$ cat src/rtl/rb_pkg.sv
// Shared constants and types for the register-bank writeback scheduler.
package rb_pkg;

    localparam int NREG = 32;
    localparam int AW   = 5;
    localparam int DW   = 32;

    localparam logic [AW-1:0] REG_ZERO = {AW{1'b0}};

    localparam logic [1:0] SRC_SKID = 2'd0;
    localparam logic [1:0] SRC_MEM  = 2'd1;
    localparam logic [1:0] SRC_ALU  = 2'd2;

    typedef struct packed {
        logic [AW-1:0] dr;
        logic [DW-1:0] data;
    } wb_req_t;

endpackage

$ cat src/rtl/wb_skid_buf.sv
// One-entry holding register for a writeback request that lost arbitration.
module wb_skid_buf
    import rb_pkg::*;
(
    input  logic          clk,
    input  logic          reset,
    input  logic          load,
    input  logic          drain,
    input  logic [AW-1:0] load_dr,
    input  logic [DW-1:0] load_data,
    output logic          valid,
    output logic [AW-1:0] dr,
    output logic [DW-1:0] data
);

    logic    valid_r;
    wb_req_t entry_r;

    // Entry register: a load in the same cycle as a drain replaces the entry.
    always_ff @(posedge clk) begin
        if (reset) begin
            valid_r <= 1'b0;
            entry_r <= {($bits(wb_req_t)){1'b0}};
        end else if (load) begin
            valid_r      <= 1'b1;
            entry_r.dr   <= load_dr;
            entry_r.data <= load_data;
        end else if (drain) begin
            valid_r <= 1'b0;
        end else begin
            valid_r <= valid_r;
        end
    end

    assign valid = valid_r;
    assign dr    = entry_r.dr;
    assign data  = entry_r.data;

endmodule

$ cat src/rtl/regbank_wb_scheduler.sv
// Write-port arbiter and busy-bit scoreboard for the 32-entry register bank.
module regbank_wb_scheduler
    import rb_pkg::*;
(
    input  logic            clk,
    input  logic            reset,
    input  logic            iss_valid,
    input  logic [AW-1:0]   iss_sr1,
    input  logic [AW-1:0]   iss_sr2,
    input  logic [AW-1:0]   iss_dr,
    input  logic            iss_wr,
    output logic            iss_stall,
    input  logic            alu_wb_valid,
    input  logic [AW-1:0]   alu_wb_dr,
    input  logic [DW-1:0]   alu_wb_data,
    output logic            alu_wb_ready,
    input  logic            mem_wb_valid,
    input  logic [AW-1:0]   mem_wb_dr,
    input  logic [DW-1:0]   mem_wb_data,
    output logic            mem_wb_ready,
    output logic            rf_write,
    output logic [AW-1:0]   rf_dr,
    output logic [DW-1:0]   rf_wrData,
    output logic [NREG-1:0] busy,
    output logic            wb_err
);

    logic            skid_valid_s;
    logic [AW-1:0]   skid_dr_s;
    logic [DW-1:0]   skid_data_s;
    logic            gnt_valid_s;
    logic [1:0]      gnt_src_s;
    wb_req_t         gnt_req_s;
    logic            skid_free_s;
    logic            mem_cap_s;
    logic            alu_cap_s;
    logic            skid_load_s;
    logic            skid_drain_s;
    logic [AW-1:0]   skid_ld_dr_s;
    logic [DW-1:0]   skid_ld_data_s;
    logic            iss_accept_s;
    logic            commit_s;
    logic [NREG-1:0] busy_nxt_s;
    logic            rf_write_r;
    logic [AW-1:0]   rf_dr_r;
    logic [DW-1:0]   rf_wrdata_r;
    logic [NREG-1:0] busy_r;
    logic            wb_err_r;

    wb_skid_buf u_skid (
        .clk       (clk),
        .reset     (reset),
        .load      (skid_load_s),
        .drain     (skid_drain_s),
        .load_dr   (skid_ld_dr_s),
        .load_data (skid_ld_data_s),
        .valid     (skid_valid_s),
        .dr        (skid_dr_s),
        .data      (skid_data_s)
    );

    // Fixed-priority grant: skid, then mem, then alu.
    always_comb begin
        gnt_valid_s = 1'b1;
        gnt_src_s   = SRC_SKID;
        if (skid_valid_s) begin
            gnt_src_s = SRC_SKID;
        end else if (mem_wb_valid) begin
            gnt_src_s = SRC_MEM;
        end else if (alu_wb_valid) begin
            gnt_src_s = SRC_ALU;
        end else begin
            gnt_valid_s = 1'b0;
        end
        case (gnt_src_s)
            SRC_SKID: gnt_req_s = '{dr: skid_dr_s,  data: skid_data_s};
            SRC_MEM:  gnt_req_s = '{dr: mem_wb_dr,  data: mem_wb_data};
            SRC_ALU:  gnt_req_s = '{dr: alu_wb_dr,  data: alu_wb_data};
            default:  gnt_req_s = {($bits(wb_req_t)){1'b0}};
        endcase
    end

    // Losers are parked in the skid when it is free; mem takes precedence.
    always_comb begin
        skid_free_s  = !skid_valid_s || (gnt_valid_s && gnt_src_s == SRC_SKID);
        skid_drain_s = gnt_valid_s && gnt_src_s == SRC_SKID;
        mem_cap_s    = mem_wb_valid && gnt_src_s != SRC_MEM && skid_free_s;
        alu_cap_s    = alu_wb_valid && gnt_src_s != SRC_ALU && skid_free_s && !mem_cap_s;
        skid_load_s  = mem_cap_s || alu_cap_s;
        if (mem_cap_s) begin
            skid_ld_dr_s   = mem_wb_dr;
            skid_ld_data_s = mem_wb_data;
        end else begin
            skid_ld_dr_s   = alu_wb_dr;
            skid_ld_data_s = alu_wb_data;
        end
        mem_wb_ready = mem_wb_valid && ((gnt_valid_s && gnt_src_s == SRC_MEM) || mem_cap_s);
        alu_wb_ready = alu_wb_valid && ((gnt_valid_s && gnt_src_s == SRC_ALU) || alu_cap_s);
    end

    // Scoreboard update: the clear of a committing register is applied first so a same-edge set wins.
    always_comb begin
        iss_stall    = iss_valid && (busy_r[iss_sr1] || busy_r[iss_sr2] || (iss_wr && busy_r[iss_dr]));
        iss_accept_s = iss_valid && !iss_stall;
        commit_s     = rf_write_r && rf_dr_r != REG_ZERO;
        busy_nxt_s   = busy_r;
        if (commit_s) begin
            busy_nxt_s[rf_dr_r] = 1'b0;
        end else begin
            busy_nxt_s = busy_r;
        end
        if (iss_accept_s && iss_wr && iss_dr != REG_ZERO) begin
            busy_nxt_s[iss_dr] = 1'b1;
        end else begin
            busy_nxt_s = busy_nxt_s;
        end
    end

    // Write-port, scoreboard and error state registers.
    always_ff @(posedge clk) begin
        if (reset) begin
            rf_write_r  <= 1'b0;
            rf_dr_r     <= REG_ZERO;
            rf_wrdata_r <= {DW{1'b0}};
            busy_r      <= {NREG{1'b0}};
            wb_err_r    <= 1'b0;
        end else begin
            rf_write_r  <= gnt_valid_s;
            rf_dr_r     <= gnt_valid_s ? gnt_req_s.dr : REG_ZERO;
            rf_wrdata_r <= gnt_valid_s ? gnt_req_s.data : {DW{1'b0}};
            busy_r      <= busy_nxt_s;
            wb_err_r    <= wb_err_r || (commit_s && !busy_r[rf_dr_r]);
        end
    end

    assign rf_write  = rf_write_r;
    assign rf_dr     = rf_dr_r;
    assign rf_wrData = rf_wrdata_r;
    assign busy      = busy_r;
    assign wb_err    = wb_err_r;

endmodule
$ cat config.mk
export PLATFORM = sky130hd
export DESIGN_NAME = regbank_wb_scheduler
export DESIGN_NICKNAME = d
export VERILOG_FILES = /design/src/rtl/rb_pkg.sv /design/src/rtl/wb_skid_buf.sv /design/src/rtl/regbank_wb_scheduler.sv
export SDC_FILE = /design/constraint.sdc
export NUM_CORES = 1
export LEC_CHECK = 0
export ABC_AREA = 1
export CORE_ASPECT_RATIO = 1.1
export CORE_UTILIZATION = 40
export CTS_CLUSTER_DIAMETER = 40
export DETAILED_ROUTE_END_ITERATION = 12
export PLACE_DENSITY = 0.68
export SKIP_CTS_REPAIR_TIMING = 1
export SYNTH_ARGS = -nofsm -noshare
export SYNTH_HDL_FRONTEND = slang
export SYNTH_SLANG_ARGS = --single-unit
$ cat constraint.sdc
create_clock -name clk -period 5.6 [get_ports clk]
set_input_delay 1.4 -clock clk [delete_from_list [all_inputs] [get_ports clk]]
set_output_delay 1.4 -clock clk [all_outputs]
set_load 0.02 [all_outputs]
==> After elaboration in Yosys (flattened, before gate mapping) <==
Index checks and enable logic that the tools add are counted.
{ "totals": {"out_inout_bits": 74, "word_cells": 82, "input_bits": 95, "regBits": 109} }
{ "classes": {"n_reduce_logical": 35, "bitwise_logic": 4, "eq_ne": 4, "muxes": 25, "n_lt_le_gt_ge": 6} }
{ "ops": {"columns": ["op", "n"], "rows": [
  ["one-hot mux 37 bit (3 select lines)", 1],
  ["two-way mux 32 bit", 3],
  ["AND 32 bit", 1],
  ["NOT 32 bit", 1],
  ["OR 32 bit", 1],
  ["less-than comparator 5 x 6 -> 1 bit, second input constant", 4],
  ["binary-select mux 1 bit (select 5 bit)", 4],
  ["logical AND 1 bit", 19],
  ["two-way mux 1 bit", 11],
  ["demux 1 bit (select 5 bit)", 2],
  [">= comparator 5 x 1 -> 1 bit, second input constant", 2],
  ["nonzero test 5 bit", 2],
  ["logical OR 1 bit", 7],
  ["two-way mux 2 bit", 3],
  ["two-way mux 5 bit", 1],
  ["zero test 1 bit", 4],
  ["== test 2 x 1 -> 1 bit, second input constant", 1],
  ["== test 2 bit, second input constant", 1],
  ["zero test 2 bit", 1],
  ["!= test 2 x 1 -> 1 bit, second input constant", 1],
  ["!= test 2 bit, second input constant", 1],
  ["nonzero test 2 bit", 1],
  ["OR reduction 2 bit", 1],
  ["NOT 1 bit", 1]
]} }

==> Depth between registers and ports, before layout <==
Gate-level depths: netlist of run 1.
{ "depth": {"ltp_word": 11, "mapped_depth": 15, "mapped_depth_nobuf": 12} }

==> Hierarchy <==
Synthesis of run 1 repeated with hierarchy kept, for this count alone.
{ "unflattened": {"cells_unflattened": 980, "area_unflattened_um2": 6346.1} }
{ "by_module_without_submodules": {"columns": ["mod", "cells_each", "seq_area_each_um2", "area_per_inst_um2", "instances"], "rows": [
  ["regbank_wb_scheduler", 815, 1421.4, 4972.3, 1],
  ["wb_skid_buf", 165, 760.7, 1373.8, 1]
]} }

==> Worst setup path after synthesis of run 1 <==
Ideal clock, no wire load.
{ "synth_timing": {"path_kind": "input to output", "startpoint": "input iss_dr[0]", "endpoint": "output iss_stall", "required_ns": 4.200, "arrival_time_ns": 2.516, "path_buffers": 2, "cell_stages": 11, "path_slack_ns": 1.684, "cell_sequence": "buf_6 > buf_6 > nor2_2 > nand2_1 > nand4_1 > nand2_1 > nand2_2 > nor2_4 > a21oi_4 > o21ai_0 > inv_1"} }
{ "synth_between": {"elab_chain_cells": 5} }
{ "synth_rtl": {"columns": ["element", "line", "rtl"], "rows": [
  ["from (decl)", "regbank_wb_scheduler.sv:10", "input logic [AW-1:0] iss_dr,"],
  ["binary-select mux 1 bit (select 5 bit)", "regbank_wb_scheduler.sv:103", "iss_stall = iss_valid && (busy_r[iss_sr1] || busy_r[iss_sr2] || (iss_wr && busy_r[iss_dr]));"],
  ["two-way mux 1 bit (not written as such)", "regbank_wb_scheduler.sv:103", null],
  ["logical AND 1 bit", "regbank_wb_scheduler.sv:103", null],
  ["logical OR 1 bit", "regbank_wb_scheduler.sv:103", null],
  ["logical AND 1 bit", "regbank_wb_scheduler.sv:103", null],
  ["to (decl)", "regbank_wb_scheduler.sv:12", "output logic iss_stall,"]
]} }
No other way between the ends. The select of a mux whose other input is x is not followed.

==> Final worst setup path of run 1 <==
{ "layout_timing": {"startpoint": "input iss_sr1[0]", "endpoint": "output iss_stall"} }
{ "layout_between": {"elab_chain_cells": 5} }
{ "layout_rtl": {"columns": ["element", "line", "rtl"], "rows": [
  ["from (decl)", "regbank_wb_scheduler.sv:8", "input logic [AW-1:0] iss_sr1,"],
  ["binary-select mux 1 bit (select 5 bit)", "regbank_wb_scheduler.sv:103", null],
  ["two-way mux 1 bit (not written as such)", "regbank_wb_scheduler.sv:103", null],
  ["logical OR 1 bit (2 in a row)", "regbank_wb_scheduler.sv:103", null],
  ["logical AND 1 bit", "regbank_wb_scheduler.sv:103", null]
]} }
No other way between the ends. The select of a mux whose other input is x is not followed.

==> impl_metrics.ini, run 1 <==
[floorplan]
die_w_um = 122
rows = 47
dieArea_sq_um = 16300
start_util = 0.414
die_y_um = 134
core_area_sq_um = 15200
io_pins = 169

[synthesis]
async_reset_ff_frac = 0
ys_top_cells_by_count = 327 x nand2_1, 109 x dfxtp_1, 82 x nor2_1
ys_warn_count = 0
synth.area.top_cells = dfxtp_1 35%, nand2_1 19%, a311oi_1 5.1%, nor2_1 4.9%, nand3_2 4.8%
yosysTopAreaCellShare = 0.346
synth.distinct_cells = 33
synth_top_area_cell = dfxtp_1
yosysMostFrequentCell = nand2_1
netlist_area_sq_um = 6310
ys_seq_elements = 109
ys_seq_area_frac = 0.346
synth_cells = 932
ys.flop_type = dfxtp_1
synth-edff-count = 0
avgSynthCellArea_sq_um = 6.77
synth_fp_nets = 1027

[routing]
wire_per_inst_um = 17.2
viasPerCell = 5.39
routed_wl_um = 21900
ant_nets = 0
drc = 0
dr.first_iter.drc_count = 457
dr.pass1.iters = 4
via_count = 6826

[global_route]
antenna_found_initial = 0
grt_use_total = 0.268
grt_pass1_wl_um = 33800
grt_pass1_vias = 6273
overflow = 0
grt_max_degree = 72

[place]
pre_cts_slack_ns = 0.449
port-buffer-count = 168
gp_congestion = 0.957
hpwlAfterDp_um = 14900
place_area_sq_um = 8020

[sta]
finalSetupViolations = 0
final.setup_skew_ns = 0.00975
fin_crit_sh = 0.924
worstMarginPinSlew_ns = 1.01
slew_headroom = 0.330
tns_ns = 0
rsz0062_at_grt = false
min_period_ns = 5.17
slew_violations = 0
max_freq_mhz = 193
final.setup.worst_slack_ns = 0.425
finalHoldViolations = 0

[setup_path]
cp_slowest_stage_delay_ns = 0.73
required_ns = 4.20
crit_family = buffers and inverters
critPathKind = input pin to primary output
start_kind = input pin
r2r-start = u_skid.valid
cp_slowest_cell = clkdlybuf4s50_1
worstSetupEndpointType = primary output
cp_max_fo = 12
crit_chain = clkdlybuf4s50_1 -> buf_4 -> nand2_1 -> o21ai_1 -> nand2_1 -> nand3_1 -> nand3_1 -> nand3_1 -> nand2_1 -> nand2_2 -> o21ai_0 -> inv_1 -> clkdlybuf4s50_1
cp.buffers_inverters = 4
arrival_ns = 3.77
crit_path_start = iss_sr1[0]

[clock_tree]
cts_buffers = 9
clk_pin_slew_worst_paths_ns = 0.07
clock_latency_ns = 0.35
cts_buffer_depth = 2
cts_tree = built
cts_max_level = 3
root_buffer = clkbuf_16
cts_sinks = 109

[status]
status = finished, final reports clean

[final_layout]
drive_gt1_frac = 0.0999
antenna_cells = 0
nets = 1161
areaGrowthSynthToFinish_pct = 32.0
post-route-util = 0.546
fin_area_sq_um = 8320

[min_path]
hold_start = wb_err
hold_path.class = register to register

[job]
cap_violations = 0

[power]
finalPower_w = 0.00190
leakagePower_nw = 2.99
p_per_area_nw_per_um2 = 228
ir_worst_vdd_uv = 148
[cell families after synthesis]
kind of cell	Yosys count	share of synthesized area
AO/OA/AOI/OAI	171	0.193
buffers and inverters	126	0.0948
flip-flops	109	0.346
AND/OR/NAND/NOR	526	0.367
[cell type report]
| class | instances | area [sq um] |
|---|---|---|
| Sequential cell | 109 | 2180 |
| Timing Repair Buffer | 180 | 1780 |
| Multi-Input combinational cell | 697 | 3550 |
| Clock buffer | 13 | 260 |
| Tap cell | 196 | 245 |
| Clock inverter | 3 | 43.8 |
| Inverter | 69 | 264 |
| Fill cell | 1536 | 6910 |
[worst paths after layout]
check	end	slack (ns)	cells past startpoint
hold / removal	wb_err	0.47	2
setup / recovery	iss_stall	0.43	13
hold reg to reg	wb_err	0.47	2
setup reg to reg	u_skid.data[5]	3.44	6
[metrics by stage]
step	cells	hold WS [ns]
after global placement	1251	0.439
after floorplan	932	0.453
after detailed placement	1251	0.451
final	1267	0.466
after global routing	1267	0.494
after CTS	1267	0.464
[registers in the layout, summed over array words and instances, names as in the netlist]
name / flops
u_skid.valid: 1
rf_wrData: 32
busy: 32
wb_err: 1
rf_write: 1
u_skid.dr: 5
rf_dr: 5
u_skid.data: 32
[power breakdown]
group	total, W	switching (W)	internal, W
Combinational	0.000390	0.000229	0.000160
Sequential	0.000842	0.0000237	0.000819
Clock	0.000666	0.000294	0.000373
Total	0.00190	0.000547	0.00135
[metal layers]
layer  up-vias  routed length (um)  track usage  part of all wire
met3        42                2010       0.0830             0.092
li1       3385                   -            -                 -
met2       305                9640        0.410              0.44
met5         -                   0            0                 0
met1      3094                9390        0.345              0.43
met4         0                 816        0.119             0.037
[layout by cell type, fill, tap and decap left out, drive strengths merged, types with 17 or more instances in the layout]
master	n
a31oi	37
nand3	88
nor2	86
a21oi	36
a311oi	37
nor3	17
clkdlybuf4s50	167
inv	69
nand2	331
dfxtp	109
o21ai	45
[worst register-to-register path, delay by kind of cell, from the launching register on]
family          cells  cell delay, ns
flops               1            0.40
simple gates        2            0.16
compound gates      2            0.89
buf+inv             2            0.62
(Power assumes the default switching activity.)
==> inputs of run 2 (changes only) <==
--- a/config.mk
+++ b/config.mk
@@ -6,11 +6,13 @@
 export NUM_CORES = 1
 export LEC_CHECK = 0
 export ABC_AREA = 1
+export CELL_PAD_IN_SITES_DETAIL_PLACEMENT = 1
+export CELL_PAD_IN_SITES_GLOBAL_PLACEMENT = 1
 export CORE_ASPECT_RATIO = 1.1
-export CORE_UTILIZATION = 40
+export CORE_UTILIZATION = 37
 export CTS_CLUSTER_DIAMETER = 40
 export DETAILED_ROUTE_END_ITERATION = 12
-export PLACE_DENSITY = 0.68
+export PLACE_DENSITY_LB_ADDON = 0.1
 export SKIP_CTS_REPAIR_TIMING = 1
 export SYNTH_ARGS = -nofsm -noshare
 export SYNTH_HDL_FRONTEND = slang
==> run 2 against run 1 <==
  * Die area is 8.0% higher
  * Core utilization fell by 4.0 points
  * Sequential power hardly changed
  * Worst setup slack worse by 0.046 ns
  * Critical endpoint unchanged
  * Largest cell class unchanged
==> impl_metrics.ini, run 2 (synthesized netlist as in run 1, its figures left out) <==
[status]
status = finished, final reports clean

[routing]
viasPerCell = 5.47
drc = 0
routed_wl_um = 24300
ant_nets = 0
dr.pass1.iters = 4
dr.first_iter.drc_count = 335
via_count = 6979
wire_per_inst_um = 19.0

[sta]
finalSetupViolations = 0
fin_crit_sh = 0.932
final.setup_skew_ns = 0.00758
final.setup.worst_slack_ns = 0.380
finalHoldViolations = 0
slew_violations = 0
worstMarginPinSlew_ns = 1.03
max_freq_mhz = 192
min_period_ns = 5.22
rsz0062_at_grt = false
tns_ns = 0
slew_headroom = 0.313

[setup_path]
crit_chain = clkdlybuf4s50_1 -> buf_4 -> nor2_1 -> nor2_1 -> o21ai_1 -> nand3_1 -> nand3_1 -> nand3_1 -> nand2_1 -> nand2_2 -> o21ai_0 -> inv_1 -> clkdlybuf4s50_1
cp_slowest_cell = clkdlybuf4s50_1
critPathKind = input pin to primary output
cp_common_cell = nand3_1
cp_max_fo = 12
required_ns = 4.20
cp_slowest_stage_delay_ns = 0.67
arrival_ns = 3.82
worstSetupEndpointType = primary output
start_kind = input pin

[floorplan]
rows = 49
die_w_um = 126
dieArea_sq_um = 17600
die_y_um = 139
start_util = 0.382
core_area_sq_um = 16500
io_pins = 169

[final_layout]
final_common_cell = nand2_1
final_cell_mix = 327 x nand2_1, 167 x clkdlybuf4s50_1, 109 x dfxtp_1, 80 x nor2_1, 62 x inv_1
areaGrowthSynthToFinish_pct = 32.5
drive_gt1_frac = 0.103
nets = 1162
fin_area_sq_um = 8360
antenna_cells = 0

[place]
gp_congestion = 0.896
place_area_sq_um = 8020
port-buffer-count = 168
pre_cts_slack_ns = 0.402
hpwlAfterDp_um = 16700

[clock_tree]
clk_pin_slew_worst_paths_ns = 0.07
cts_buffers = 9
cts_tree = built
cts_buffer_depth = 2
cts_sinks = 109
root_buffer = clkbuf_16
cts_max_level = 3
clock_latency_ns = 0.36

[global_route]
antenna_found_initial = 0
grt_use_total = 0.284
grt_max_degree = 72
grt_pass1_wl_um = 38800
grt_pass1_vias = 7151
overflow = 0

[job]
cap_violations = 0

[power]
p_per_area_nw_per_um2 = 236
ir_worst_vdd_uv = 124
leakagePower_nw = 3.00

[min_path]
hold_path.class = register to register
## run 2: cell count changes in the layout (fill, tap and decap cells not counted)
cell / delta
bufinv_16: +1
clkbuf_8: -1
clkinv_4: -1
buf_12: -1
inv_8: +1
buf_4: +2
inv_6: +1
clkinvlp_4: +1
clkbuf_1: -2
## run 2: path summary, 6_finish.rpt
kind / startpoint / end / slack [ns] / depth (start not counted)
worst max-delay path: iss_sr1[0] / iss_stall / 0.38 / 13
worst min register to register: wb_err / wb_err / 0.46 / 2
worst min-delay path: wb_err / wb_err / 0.46 / 2
worst max register to register: busy[16] / busy[31] / 3.41 / 11
## run 2: layout make-up
cell class                      count  area (sq um)
Clock buffer                       10           239
Clock inverter                      6          92.6
Fill cell                        2118          8140
Inverter                           69           264
Multi-Input combinational cell    697          3550
Sequential cell                   109          2180
Tap cell                          204           255
Timing Repair Buffer              181          1770
## run 2: through the flow
stage               cells   util  power [W]  hold WS, ns
CTS                  1276  0.507    0.00198        0.461
global placement     1260  0.487    0.00125        0.451
finish               1276  0.507    0.00197        0.462
floorplan             932      -    0.00108        0.453
global route         1276  0.507    0.00205        0.497
detailed placement   1260  0.487    0.00125        0.450
## run 2: worst max-delay path, delay by kind of cell
kind / cells / cell delay (ns)
buf+inv: 4 / 1.58
compound gates: 2 / 0.19
simple gates: 7 / 0.65
## run 2: layer usage
layer,part of all wire,global-route usage
met1,0.43,0.347
met2,0.48,0.482
met3,0.057,0.0532
met4,0.039,0.133
met5,0,0
## run 2: power breakdown
group	switching [W]	internal [W]
clock	0.000324	0.000409
combinational	0.000233	0.000160
sequential	0.0000252	0.000819
==> inputs of run 3 (changes only) <==
--- a/config.mk
+++ b/config.mk
@@ -9,10 +9,10 @@
 export CELL_PAD_IN_SITES_DETAIL_PLACEMENT = 1
 export CELL_PAD_IN_SITES_GLOBAL_PLACEMENT = 1
 export CORE_ASPECT_RATIO = 1.1
-export CORE_UTILIZATION = 37
+export CORE_UTILIZATION = 34
 export CTS_CLUSTER_DIAMETER = 40
 export DETAILED_ROUTE_END_ITERATION = 12
-export PLACE_DENSITY_LB_ADDON = 0.1
+export PLACE_DENSITY = 0.85
 export SKIP_CTS_REPAIR_TIMING = 1
 export SYNTH_ARGS = -nofsm -noshare
 export SYNTH_HDL_FRONTEND = slang
==> constraint.sdc (replaced) <==
create_clock -name clk -period 5.4 [get_ports clk]
set_input_delay 1.35 -clock clk [delete_from_list [all_inputs] [get_ports clk]]
set_output_delay 1.35 -clock clk [all_outputs]
set_load 0.02 [all_outputs]
==> run 3 against run 2 <==
  * Clock-buffer cell count increased by 2
  * First-iteration DRC count grew 1.8%
  * Global-route usage decreased by 2.2 points
  * Hold slack got worse by 0.0060 ns
  * Clock power down 3.7%
  * Cell area grew 0.30%
  * Sequential share of layout area shrank 0.078 points
  * Final cell count up 2.7%
  * Register-to-register slack worse by 0.19 ns
  * Via count up 1.8%
  * Critical path type unchanged
==> impl_metrics.ini, run 3 (synthesized netlist as in run 1, its figures left out) <==
[routing]
dr.pass1.iters = 5
wire_per_inst_um = 18.9
via_count = 7102
routed_wl_um = 24800
dr.first_iter.drc_count = 341
viasPerCell = 5.42
drc = 0
ant_nets = 0

[global_route]
antenna_found_initial = 1
grt_pass1_vias = 7159
grt_pass1_wl_um = 38700
overflow = 0
grt_use_total = 0.262
grt_max_degree = 70

[setup_path]
required_ns = 4.05
arrival_ns = 3.74
worstSetupEndpointType = primary output
start_kind = input pin
critPathKind = input pin to primary output
cp_max_fo = 13

[floorplan]
core_area_sq_um = 17900
start_util = 0.352
die_w_um = 132
io_pins = 169
rows = 51
die_y_um = 145
dieArea_sq_um = 19100

[final_layout]
nets = 1162
post-route-util = 0.467
final_cell_mix = 327 x nand2_1, 167 x clkdlybuf4s50_1, 109 x dfxtp_1, 80 x nor2_1, 62 x inv_1
instances_no_fill = 1311
areaGrowthSynthToFinish_pct = 32.9
drive_gt1_frac = 0.102
fill_cells = 2298
final_common_cell = nand2_1

[clock_tree]
cts_max_level = 3
clock_latency_ns = 0.36
cts_tree = built
clk_pin_slew_worst_paths_ns = 0.07
root_buffer = clkbuf_16
cts_buffers = 9
cts_buffer_depth = 2
cts_sinks = 109

[place]
hpwlAfterDp_um = 17600
pre_cts_slack_ns = 0.324
port-buffer-count = 168
gp_congestion = 0.939
place_inst = 1294

[min_path]
hold_path.class = register to register

[sta]
final.setup_skew_ns = 0.00988
worstMarginPinSlew_ns = 0.990
rsz0062_at_grt = false
max_freq_mhz = 196
final.setup.worst_slack_ns = 0.306
fin_crit_sh = 0.943
finalHoldViolations = 0
slew_violations = 0
finalSetupViolations = 0
tns_ns = 0
slew_headroom = 0.340
min_period_ns = 5.09

[power]
leakagePower_nw = 2.99
p_per_area_nw_per_um2 = 238
finalPower_w = 0.00199
ir_worst_vdd_uv = 138

[status]
status = finished, final reports clean

[job]
cap_violations = 0
run 3: through the flow:
| stage | area, sq um | hold WS (ns) |
|---|---|---|
| finish | 8380 | 0.456 |
| global route | 8380 | 0.480 |
| CTS | 8380 | 0.461 |
| detailed placement | 8070 | 0.451 |
| global placement | 8070 | 0.442 |
| floorplan | 6310 | 0.453 |
run 3: layout make-up:
type                       instances  area [sq um]  area share
multi-input combinational        697          3550       0.423
sequential                       109          2180       0.260
timing repair buffer             181          1770       0.212
tap                              238           298      0.0355
inverter                          69           264      0.0315
clock buffer                      12           256      0.0306
clock inverter                     4          55.1     0.00657
antenna                            1          2.50    0.000299
run 3: where the power goes:
part	switching [W]	internal (W)
Sequential	0.0000264	0.000849
Combinational	0.000245	0.000166
Clock	0.000318	0.000389
run 3: worst paths after layout:
path,end,slack (ns),from,depth (start not counted)
hold reg to reg,wb_err,0.46,wb_err,2
setup reg to reg,busy[22],3.22,busy[11],11
setup / recovery,iss_stall,0.31,iss_dr[1],12
hold / removal,wb_err,0.46,wb_err,2
run 3: layer usage:
layer  GRT usage  share of wire  up-vias
met5           0              0        -
met4       0.152          0.051        0
met3      0.0676          0.073       63
met2       0.420           0.45      254
met1       0.319           0.42     3400
li1            -              -     3385
run 3: critical path: stages:
cell             delay [ns]
clkdlybuf4s50_1        0.83
nand2_4                0.16
nor2_1                 0.12
nor2_1                 0.05
nand2_1                0.05
nand2_1                0.04
nand2_1                0.11
nor2_4                 0.05
a21oi_4                0.19
o21ai_0                0.13
inv_1                  0.06
clkdlybuf4s50_1        0.59
